===== src/rtl/symbol_drawer.sv =====
// rtl/symbol_drawer.sv - renders one glyph cell into a 1-bpp framebuffer
//
// Purpose
//   Draws one GLYPH_WIDTH x GLYPH_HEIGHT character cell with its top-left
//   corner at pixel (x, y). Each glyph row is read from a synchronous glyph
//   ROM. The cell is then written to the framebuffer one pixel per column.
//   Every pixel of the cell is written, foreground as 1 and background as 0,
//   so a redraw fully replaces whatever was in the cell before.
//
// Ports
//   clk             in   system clock, rising edge
//   rst_n           in   asynchronous active-low reset
//   start           in   single-cycle draw request, only honoured while ready=1
//   ready           out  1 while idle
//   x, y            in   cell top-left pixel position, latched on accepted start
//   symbol          in   glyph index (>= SYMBOL_COUNT draws glyph 0), latched
//   cursor_left     in   force column 0 to foreground, latched
//   cursor_right    in   force column GLYPH_WIDTH-1 to foreground, latched
//   glyph_rom_addr  out  glyph ROM row address (symbol*GLYPH_HEIGHT + row)
//   glyph_rom_data  in   glyph ROM row, valid one cycle after the address
//   fb_write_enable out  framebuffer write request
//   fb_write_addr   out  (y+row)*SCREEN_WIDTH + (x+col), wrapped to FB_ADDR_WIDTH
//   fb_write_data   out  pixel value
//   fb_can_write    in   framebuffer accepts the write this cycle
//
// Build option
//   SYMBOL_DRAWER_CLIP_EN : when defined, pixels outside the screen are
//   skipped (no write request, column advances in one cycle). When it is not
//   defined, every pixel is written at the wrapped address.

module symbol_drawer #(
   parameter int GLYPH_WIDTH    = 8,
   parameter int GLYPH_HEIGHT   = 16,
   parameter int SYMBOL_COUNT   = 128,
   parameter int SCREEN_WIDTH   = 640,
   parameter int SCREEN_HEIGHT  = 480,
   parameter int FB_ADDR_WIDTH  = 19,
   parameter int ROM_ADDR_WIDTH = 11
) (
   input  logic                      clk,
   input  logic                      rst_n,
   input  logic                      start,
   output logic                      ready,
   input  logic [15:0]               x,
   input  logic [15:0]               y,
   input  logic [15:0]               symbol,
   input  logic                      cursor_left,
   input  logic                      cursor_right,
   output logic [ROM_ADDR_WIDTH-1:0] glyph_rom_addr,
   input  logic [GLYPH_WIDTH-1:0]    glyph_rom_data,
   output logic                      fb_write_enable,
   output logic [FB_ADDR_WIDTH-1:0]  fb_write_addr,
   output logic                      fb_write_data,
   input  logic                      fb_can_write
);

   localparam int COL_W = (GLYPH_WIDTH > 1) ? $clog2(GLYPH_WIDTH) : 1;
   localparam int ROW_W = (GLYPH_HEIGHT > 1) ? $clog2(GLYPH_HEIGHT) : 1;
   localparam int AW    = FB_ADDR_WIDTH + 1;
   // Position sums must hold 16-bit x/y plus the cell offset without loss so
   // the clip compare sees the true coordinate; the address is wrapped later.
   localparam int PW    = (AW > 17) ? AW : 17;
   localparam logic [COL_W-1:0] LAST_COL = COL_W'(GLYPH_WIDTH - 1);
   localparam logic [ROW_W-1:0] LAST_ROW = ROW_W'(GLYPH_HEIGHT - 1);

   if (FB_ADDR_WIDTH < $clog2(SCREEN_WIDTH * SCREEN_HEIGHT)) begin : g_fb_width_check
      $error("FB_ADDR_WIDTH too small for the screen");
   end
   if (ROM_ADDR_WIDTH < $clog2(SYMBOL_COUNT * GLYPH_HEIGHT)) begin : g_rom_width_check
      $error("ROM_ADDR_WIDTH too small for the glyph ROM");
   end

   typedef enum logic [1:0] {IDLE, FETCH, WAIT, DRAW} state_t;

   state_t                 state;
   logic [15:0]            x_q;
   logic [15:0]            y_q;
   logic [15:0]            sym_q;
   logic                   cur_l_q;
   logic                   cur_r_q;
   logic [ROW_W-1:0]       row;
   logic [COL_W-1:0]       col;
   logic [GLYPH_WIDTH-1:0] row_bits;

   logic [15:0]            sym_in;
   logic [ROW_W-1:0]       next_row;
   logic [COL_W-1:0]       tgt_col;
   logic [GLYPH_WIDTH-1:0] tgt_bits;
   logic [PW-1:0]          px;
   logic [PW-1:0]          py;
   logic [FB_ADDR_WIDTH-1:0] nxt_addr;
   logic                   nxt_data;
   logic                   nxt_vis;
   logic                   advance;

   function automatic logic [ROM_ADDR_WIDTH-1:0] rom_address(
      input logic [15:0]      s,
      input logic [ROW_W-1:0] r
   );
      return ROM_ADDR_WIDTH'(32'(s) * 32'(GLYPH_HEIGHT) + 32'(r));
   endfunction

   assign ready = (state == IDLE);

   // The pixel outputs are registered. This logic works out the pixel that the
   // outputs load next. In WAIT that is column 0, taken straight from the ROM
   // row that is arriving this cycle. In DRAW it is the column after the
   // current one, taken from the captured row.
   always_comb begin
      sym_in   = (32'(symbol) < 32'(SYMBOL_COUNT)) ? symbol : 16'd0;
      next_row = row + 1'b1;
      tgt_col  = (state == DRAW) ? col + 1'b1 : '0;
      tgt_bits = (state == DRAW) ? row_bits : glyph_rom_data;
      px       = PW'(x_q) + PW'(tgt_col);
      py       = PW'(y_q) + PW'(row);
      nxt_addr = FB_ADDR_WIDTH'(py * PW'(SCREEN_WIDTH) + px);
      nxt_data = tgt_bits[LAST_COL - tgt_col]
               | ((tgt_col == '0) && cur_l_q)
               | ((tgt_col == LAST_COL) && cur_r_q);
`ifdef SYMBOL_DRAWER_CLIP_EN
      nxt_vis  = (px < PW'(SCREEN_WIDTH)) && (py < PW'(SCREEN_HEIGHT));
`else
      nxt_vis  = 1'b1;
`endif
      // A skipped (clipped) column has no write request, so it retires
      // without waiting for the framebuffer.
      advance  = (state == DRAW) && (fb_can_write || !fb_write_enable);
   end

   always_ff @(posedge clk or negedge rst_n) begin
      if (!rst_n) begin
         state           <= IDLE;
         x_q             <= '0;
         y_q             <= '0;
         sym_q           <= '0;
         cur_l_q         <= 1'b0;
         cur_r_q         <= 1'b0;
         row             <= '0;
         col             <= '0;
         row_bits        <= '0;
         glyph_rom_addr  <= '0;
         fb_write_enable <= 1'b0;
         fb_write_addr   <= '0;
         fb_write_data   <= 1'b0;
      end else begin
         case (state)
            IDLE: begin
               if (start) begin
                  x_q            <= x;
                  y_q            <= y;
                  sym_q          <= sym_in;
                  cur_l_q        <= cursor_left;
                  cur_r_q        <= cursor_right;
                  row            <= '0;
                  col            <= '0;
                  // The address goes out on entry to FETCH. The ROM samples
                  // it at the end of FETCH, and the row is present in WAIT.
                  glyph_rom_addr <= rom_address(sym_in, '0);
                  state          <= FETCH;
               end
            end

            FETCH: begin
               state <= WAIT;
            end

            WAIT: begin
               row_bits        <= glyph_rom_data;
               col             <= '0;
               fb_write_enable <= nxt_vis;
               fb_write_addr   <= nxt_addr;
               fb_write_data   <= nxt_data;
               state           <= DRAW;
            end

            DRAW: begin
               // While stalled nothing changes, so addr and data stay stable.
               if (advance) begin
                  if (col == LAST_COL) begin
                     fb_write_enable <= 1'b0;
                     if (row == LAST_ROW) begin
                        state <= IDLE;
                     end else begin
                        row            <= next_row;
                        glyph_rom_addr <= rom_address(sym_q, next_row);
                        state          <= FETCH;
                     end
                  end else begin
                     col             <= tgt_col;
                     fb_write_enable <= nxt_vis;
                     fb_write_addr   <= nxt_addr;
                     fb_write_data   <= nxt_data;
                  end
               end
            end

            default: begin
               state <= IDLE;
            end
         endcase
      end
   end

endmodule

===== config.mk =====
export PLATFORM = sky130hd
export DESIGN_NAME = symbol_drawer
export DESIGN_NICKNAME = d
export VERILOG_FILES = /design/src/rtl/symbol_drawer.sv
export SDC_FILE = /design/constraint.sdc
export NUM_CORES = 1
export LEC_CHECK = 0
export CAP_MARGIN = 40
export CORE_MARGIN = 4
export CORE_UTILIZATION = 44
export DETAILED_ROUTE_END_ITERATION = 16
export HOLD_SLACK_MARGIN = 0.1
export PLACE_DENSITY = 0.72
export SETUP_SLACK_MARGIN = 0.1
export SYNTH_ARGS = -nofsm -noshare
export SYNTH_HDL_FRONTEND = slang
export SYNTH_SLANG_ARGS = --single-unit

===== constraint.sdc =====
create_clock -name clk -period 4.26 [get_ports clk]
set_input_delay 0.852 -clock clk [delete_from_list [all_inputs] [get_ports clk]]
set_output_delay 0.852 -clock clk [all_outputs]
set_load 0.02 [all_outputs]

==> impl_metrics.json <==
{
  "critPathArrivalTime_ns": 4.25,
  "yosys_register_bits": 82,
  "synth_area_per_cell_sq_um": 10.3,
  "worstSetupStartpointType": "flop",
  "synthFlopType": "dfrtp_1",
  "dpl_cell_area_sq_mm": 0.00601,
  "design.core.area_sq_mm": 0.0108,
  "track_usage_pct": 17.3,
  "setup_viol": 0,
  "synth_area_sq_mm": 0.00487,
  "yosysUniqueCellTypes": 61,
  "numPortBuffers": 90,
  "die-area_sq_mm": 0.0128,
  "r2r_slack_ns": 0.27,
  "drv_slew": 0,
  "antenna_found_initial": 0,
  "reg2reg_depth": 20,
  "worstPathCellList": "ha_2 > inv_1 > fa_2 > nor2b_2 > o21ai_1 > nand2b_1 > and2_4 > nor2_4 > xnor2_2 > buf_4 > fa_1 > inv_1 > ha_4 > nand3_2 > or2_1 > o211ai_4 > o31ai_4 > a22oi_2 > xor2_1 > mux2_2",
  "syn_to_final_growth_pct": 31.0,
  "crit_fanout": 5,
  "tns_ns": 0,
  "max_slew_margin_pct": 58.8,
  "synthCells": 472,
  "wl_per_cell_microns": 14.7,
  "cts_tree": "done",
  "cp_data_required_time_ns": 4.52,
  "ys_top_cells_by_count": "82 x dfrtp_1, 49 x mux2_2, 48 x a21oi_1, 47 x nor2_1, 39 x ha_1",
  "synth-edff-count": 0,
  "postLayoutCoreUtil_pct": 58.8,
  "grt_max_degree": 53,
  "min_period_ns": 3.99,
  "hold_viol": 0,
  "drt_iter0_drc": 152,
  "rows": 38,
  "die_h_microns": 113,
  "syn-num-nets": 576,
  "fin_skew_ns": 0.00528,
  "rr_startpoint": "y_q[0]$_DFFE_PN0P_",
  "htreeDepth": 3,
  "drv_cap": 0,
  "drc": 0,
  "start_util_pct": 44.9,
  "grt_setup_unrepaired": "yes",
  "fmax_ghz": 0.251,
  "fin_crit_sh_pct": 93.7,
  "wirelength_mm": 10.6,
  "tightest_slew_ns": 0.614,
  "r2r_end": "fb_write_addr[18]$_DFFE_PN0P_",
  "yosysMostFrequentCell": "dfrtp_1",
  "synthArstFlopShare_pct": 100,
  "grt_pass1_wl_mm": 17.9,
  "ys_seq_area_share_pct": 42.1,
  "grt_pass1_vias": 3842,
  "netlist.area_leader.share_pct": 42.1,
  "dr_total_vias": 3778,
  "nets": 681,
  "viasPerCell": 5.23,
  "min_path_type": "input port to asynchronous set/reset pin",
  "drtPass1Iterations": 4,
  "clockBufferDepth": 2,
  "insertion_delay_ns": 0.37,
  "antenna_cells": 0,
  "io_pins": 95,
  "crit_top_cell": "inv_1",
  "die_width_microns": 113,
  "yosysTopAreaCell": "dfrtp_1",
  "cts_root_buf": "clkbuf_8",
  "cts.sinks": 82,
  "end_kind": "flop",
  "worstSetupPathType": "flop to flop",
  "final_area_sq_mm": 0.00638,
  "hpwl_mm": 7.86,
  "overflow": 0,
  "cpPeakStageDelay_ns": 0.53,
  "clk_pin_slew_ns": 0.08,
  "yosys_warnings": 0,
  "cp_slowest_cell": "fa_1",
  "ant_nets": 0,
  "netlist_top_cells_area": "dfrtp_1 42%, mux2_2 11%, ha_1 10%",
  "status": "completed",
  "drive_gt1_share_pct": 21.3,
  "numCtsBuffers": 9,
  "place.gp.congestion": 0.837
}
[layout by cell type, fill, tap and decap left out, drive strengths merged, types with 5 or more instances in the layout]
cell / n
xor2: 15
ha: 39
nand2: 37
and3: 5
nor3: 5
o21ai: 22
dfrtp: 82
nand3: 8
inv: 18
buf: 19
clkbuf: 12
mux2: 49
clkdlybuf4s50: 89
a21oi: 49
nand2b: 6
nor2: 47
xnor2: 22
[stage by stage]
| step | worst slack, ns | hold WS [ns] | cells |
|---|---|---|---|
| global placement | 0.122 | 0.463 | 698 |
| global route | 0.0590 | 0.423 | 722 |
| floorplan | 0.185 | 0.450 | 472 |
| CTS | 0.110 | 0.407 | 717 |
| finish | 0.269 | 0.414 | 722 |
| detailed placement | 0.00193 | 0.475 | 700 |
[worst max-delay path: cells and delay by family, from the launching register on]
kind,cells,cell delay [ns]
fa+ha+maj,4,1.36
buf+inv,3,0.26
flops,1,0.39
simple gates,6,0.80
xor+xnor,2,0.24
mux,1,0.27
compound gates,4,0.55
[worst max-delay path by stage]
stage	cells past startpoint	slack, ns	start	to
3_5_place_dp	17	0.002	glyph_rom_addr[3]$_DFFE_PN0P_	fb_write_addr[18]$_DFFE_PN0P_
4_1_cts	17	0.11	glyph_rom_addr[3]$_DFFE_PN0P_	fb_write_addr[18]$_DFFE_PN0P_
5_1_grt	22	0.06	y_q[0]$_DFFE_PN0P_	fb_write_addr[18]$_DFFE_PN0P_
2_1_floorplan	22	0.19	glyph_rom_addr[0]$_DFFE_PN0P_	fb_write_addr[18]$_DFFE_PN0P_
3_3_place_gp	17	0.12	glyph_rom_addr[3]$_DFFE_PN0P_	fb_write_addr[18]$_DFFE_PN0P_
6_report	20	0.27	y_q[0]$_DFFE_PN0P_	fb_write_addr[18]$_DFFE_PN0P_
[final cells by class]
type                            count  area (sq um)
Multi-Input combinational cell    359          2850
Fill cell                         932          4460
Sequential cell                    82          2050
Timing Repair Buffer              108          1060
Clock inverter                      4          26.3
Clock buffer                       12           145
Inverter                           17          63.8
Tap cell                          140           175
[state kept, by name, summed over array words and instances, names as in the netlist]
signal,count
cur_l_q,1
y_q,12
fb_write_data,1
sym_q,7
col,3
state,2
cur_r_q,1
fb_write_enable,1
x_q,16
glyph_rom_addr,11
row_bits,8
fb_write_addr,19
[metal layers]
metal / vias up / part of all wire [%] / track usage [%]
met2: 79 / 51 / 30.1
li1: 1865 / - / -
met3: 17 / 4.7 / 5.40
met1: 1817 / 43 / 20.4
met4: 0 / 1.7 / 5.45
met5: - / 0 / 0
[repair_timing]
item                       CTS  global route
setup buffers                1             5
setup endpoints to repair    1             4
hold buffers                 0             0
resized for setup            7            22
pin swaps                    0            13
[cells by family (layout without fill, tap and decap cells)]
| family | after synthesis | after routing | share of synthesized area (%) |
|---|---|---|---|
| muxes | 51 | 51 | 11.7 |
| DFF | 82 | 82 | 42.1 |
| xor gates and xnor gates | 37 | 37 | 6.65 |
| and+or+nand+nor | 127 | 127 | 12.3 |
| AOI/OAI and AO/OA | 102 | 102 | 13.4 |
| adders and majority gates | 42 | 42 | 11.3 |
| buffers and inverters | 31 | 141 | 2.52 |
Power is not shown: default switching activity piles up to over one toggle a cycle in this logic, so the estimate is an artifact.
==> variant 1 (config.mk and constraints unchanged) <==
Make the reset (`rst_n`) synchronous in one clocked block. Comments in the files are not updated.
--- a/src/rtl/symbol_drawer.sv
+++ b/src/rtl/symbol_drawer.sv
@@ -127,7 +127,7 @@
       advance  = (state == DRAW) && (fb_can_write || !fb_write_enable);
    end
 
-   always_ff @(posedge clk or negedge rst_n) begin
+   always_ff @(posedge clk) begin
       if (!rst_n) begin
          state           <= IDLE;
          x_q             <= '0;
Behaviour: differs if rst_n is asserted again (counterexample within 4 cycles, from zero or initial values and one cycle with rst_n low); with rst_n held inactive, the same outputs for 4 cycles.
==> variant 1 against the unedited design <==
Sequential cell count unchanged. Final area shrank 1.9%. Count of clock-buffer cells in the layout shrank 3. Area after synthesis barely moved. Setup slack better by 0.016 ns. Clock skew rose by 0.010 ns. Routed wire length up 11%.
==> variant 1: results (changes against the unedited design) <==
stage;metric;value;unit;change
run_status;status;complete, no violations;;
critical_path;critical-path-max-stage-delay;0.41;ns;-0.12 ns
synth;synth_common_cells;nand2_1 (116), dfxtp_1 (82), ha_1 (38);;
sta;clock_skew;0.0157;ns;+0.0105 ns
power_and_ir_drop;finalPower;2970;uW;
global_route;grt_pass1_vias;4102;;+6.8%
cts;cts.repair.resized;0;;-7
route;drtIter0Drc;163;;+7.2%
synth;syn_avg_cell_area;8.47;um2;-18%
min_path;hp-class;reg2reg;;
cts;post_cts_buffers;0;;-1
synth;syn_nets;678;;+18%
route;routedWlPerCell;14.7;um;-0.48%
sta;timing.fmax;0.252;GHz;+0.40%
critical_path;regToRegStartpoint;glyph_rom_addr[1]$_SDFFE_PN0P_;;
route;met3_length;567;um;+13%
global_route;grt_util_met2;0.313;;+0.0126
synth;ys.flop_type;dfxtp_1;;
critical_path;r2r-end;fb_write_addr[16]$_SDFFE_PN0P_;;
placed_design;dp_hpwl;8750;um;+11%
route;wirelength_met1;5410;um;+19%
global_route;gr-usage-met3;0.0358;;-0.0182
critical_path;crit_arrival;4.28;ns;+0.03 ns
sta;maxSlewHeadroom;0.420;;-0.168
final_layout;fin_nets;765;;+12%
final_layout;drive_gt1_frac;0.106;;-0.107
route;route.met2.wl;5690;um;+5.5%
## variant 1: kinds of logic (layout without fill, tap and decap cells)
kind of cell	count (synthesis)	after routing	synth area share
AO/OA/AOI/OAI	146	146	0.216
XOR/XNOR	31	31	0.0557
adder cells (fa/ha/maj)	41	41	0.110
buffers and inverters	44	136	0.0352
flip-flops	82	82	0.337
multiplexers	15	15	0.0334
AND/OR/NAND/NOR	216	216	0.212
## variant 1: cell type report
type / instances / share of cell area
repair buffers: 104 / 0.160
multi-input cells: 449 / 0.509
well taps: 140 / 0.0280
clock inverters: 7 / 0.0106
inverters: 16 / 0.00959
flip-flops and latches: 82 / 0.263
clock buffers: 9 / 0.0198
## variant 1: through the flow
stage	utilization	hold WS [ns]
3_5_place_dp	0.547	0.458
2_1_floorplan	-	0.440
3_3_place_gp	0.547	0.452
4_1_cts	0.564	0.475
6_report	0.577	0.473
5_1_grt	0.577	0.510
==> variant 2 (config.mk and constraints unchanged) <==
Without the edit above. The parameter `ROM_ADDR_WIDTH` goes from 11 to 13.
--- a/src/rtl/symbol_drawer.sv
+++ b/src/rtl/symbol_drawer.sv
@@ -35,7 +35,7 @@
    parameter int SCREEN_WIDTH   = 640,
    parameter int SCREEN_HEIGHT  = 480,
    parameter int FB_ADDR_WIDTH  = 19,
-   parameter int ROM_ADDR_WIDTH = 11
+   parameter int ROM_ADDR_WIDTH = 13
 ) (
    input  logic                      clk,
    input  logic                      rst_n,
Ports: changed (resized glyph_rom_addr); port bits go from 95 to 97. No check against the original RTL was run, so the function may have changed too.
==> variant 2 against the unedited design <==
Final cell count grew 1.7%. Die area grew 0.31%. Clock skew grew 0.0047 ns. Non-clock buffer count grew 11. Setup slack lost 0.14 ns. Final area grew 2.2%. Area after synthesis grew 0.33%. Routed wire length grew 1.7%. Highest routed layer unchanged. First-iteration DRC count grew 3.9%. Sequential cell count grew 4.
Power is not shown: default switching activity piles up to over one toggle a cycle in this logic, so the estimate is an artifact.
==> variant 2: results (changes against the unedited design) <==
stage;metric;value;unit;change
final_layout;clockBufferCount;10;;-2
synth;synth_common_cells;dfrtp_1 (86), nand2_1 (49), o21ai_0 (44);;
synth;postSynthRegisterBits;86;;+4.9%
final_layout;n_all_buffers;119;;+10%
final_layout;nonClkBufAreaFrac;0.176;;+0.00922
global_route;grt_util_met2;0.314;;+0.0138
placed_design;portBuffers;92;;+2.2%
synth;synth.distinct_cells;51;;-16%
synth;synthTopCellsByArea;dfrtp_1 (44%), ha_1 (10%), mux2_2 (9.7%), o21ai_0 (4.5%), nand2_1 (3.8%);;
final_layout;n_all_inverters;24;;+7
final_layout;fin_nets;694;;+1.9%
critical_path;r2r-end;fb_write_addr[18]$_DFFE_PN0P_;;
sta;worst_pin_slew;0.540;ns;-0.0733 ns
critical_path;regToRegStartpoint;glyph_rom_addr[0]$_DFFE_PN0P_;;
global_route;gr-usage-met3;0.0377;;-0.0163
route;top_layer_used;met4;;
cts;cts_buffer_depth;2;;unchanged
final_layout;clkCellAreaFrac;0.0324;;+0.00555
critical_path;r2r_slack;0.13;ns;-0.14 ns
final_layout;fillers;916;;-1.7%
final_layout;drive_gt1_frac;0.210;;-0.00262
global_route;grt_pass1_vias;3987;;+3.8%
sta;holdWs;0.396;ns;-0.0179 ns
critical_path;cp_max_fo;4;;-1
final_layout;final_cells;734;;+1.7%
sta;clock_skew;0.00999;ns;+0.00471 ns
global_route;antenna_found_initial;0;;unchanged
critical_path;crit_type;reg2reg;;
synth;syn_nets;579;;+0.52%
cts;cts-buffers-inserted;9;;unchanged
placed_design;placed_cells;712;;+1.7%
run_status;status;complete, no violations;;
route;drt-total-wl;10800;um;+1.7%
final_layout;seq_area_frac;0.330;;+0.00831
global_route;use_met1;0.203;;-0.000806
placed_design;dp_hpwl;8050;um;+2.4%
route;route.met2.wl;5640;um;+4.6%
critical_path;crit_slowest_cell;dfrtp_2;;
global_route;grt_first_pass_wirelength;18100;um;+1.2%
cts;clock_latency;0.37;ns;about the same
critical_path;r2r_cells;20;;unchanged
route;drtIter0Drc;158;;+3.9%
synth;syn_avg_cell_area;10.3;um2;-0.30%
critical_path;critical-path-max-stage-delay;0.43;ns;-0.10 ns
route;met3_length;502;um;-0.20%
synth;ys_warn_count;0;;unchanged
final_layout;multi_input_gates;350;;-2.5%
route;wirelength_met1;4460;um;-2.3%
cts;htreeDepth;3;;unchanged
synth;seq_area_frac_synth;0.440;;+0.0191
placed_design;gp_congestion;0.844;;+0.74%
global_route;grt_use_total;0.176;;+0.00279
cts;cts_root_buf;clkbuf_8;;
route;vias;3810;;+0.85%
final_layout;multi_input_area_share;0.421;;-0.0263
critical_path;critPathTopFamily;compound AO/OA/AOI/OAI gates;;
global_route;grt_max_degree;59;;+11%
final_layout;reg_top3;fb_write_addr (19), x_q (16), glyph_rom_addr (13);;
[variant 2: cell families (layout without fill, tap and decap cells)]
kind of cell / after synthesis / after routing / share of synthesized area
mux: 47 / 47 / 0.110
flops: 86 / 86 / 0.440
xor+xnor: 31 / 31 / 0.0584
simple gates: 120 / 120 / 0.112
fa+ha+maj: 42 / 42 / 0.112
buf+inv: 39 / 158 / 0.0307
compound gates: 110 / 110 / 0.137
[variant 2: timing repair]
| item | CTS | global route |
|---|---|---|
| endpoints found under the setup margin | 4 | 5 |
| gates cloned | 0 | 0 |
| pin swaps | 7 | 18 |
| hold buffers | 0 | 0 |
| setup buffers | 4 | 3 |
| resized for setup | 11 | 24 |
| endpoints found under the hold margin | 0 | 0 |
[variant 2: through the flow]
stage / worst slack, ns / cell area [um2]
final: 0.126 / 6520
after global routing: -0.179 / 6520
after CTS: 0.107 / 6400
after detailed placement: -0.0291 / 6100
after global placement: 0.00431 / 6060
after floorplan: 0.177 / 4890
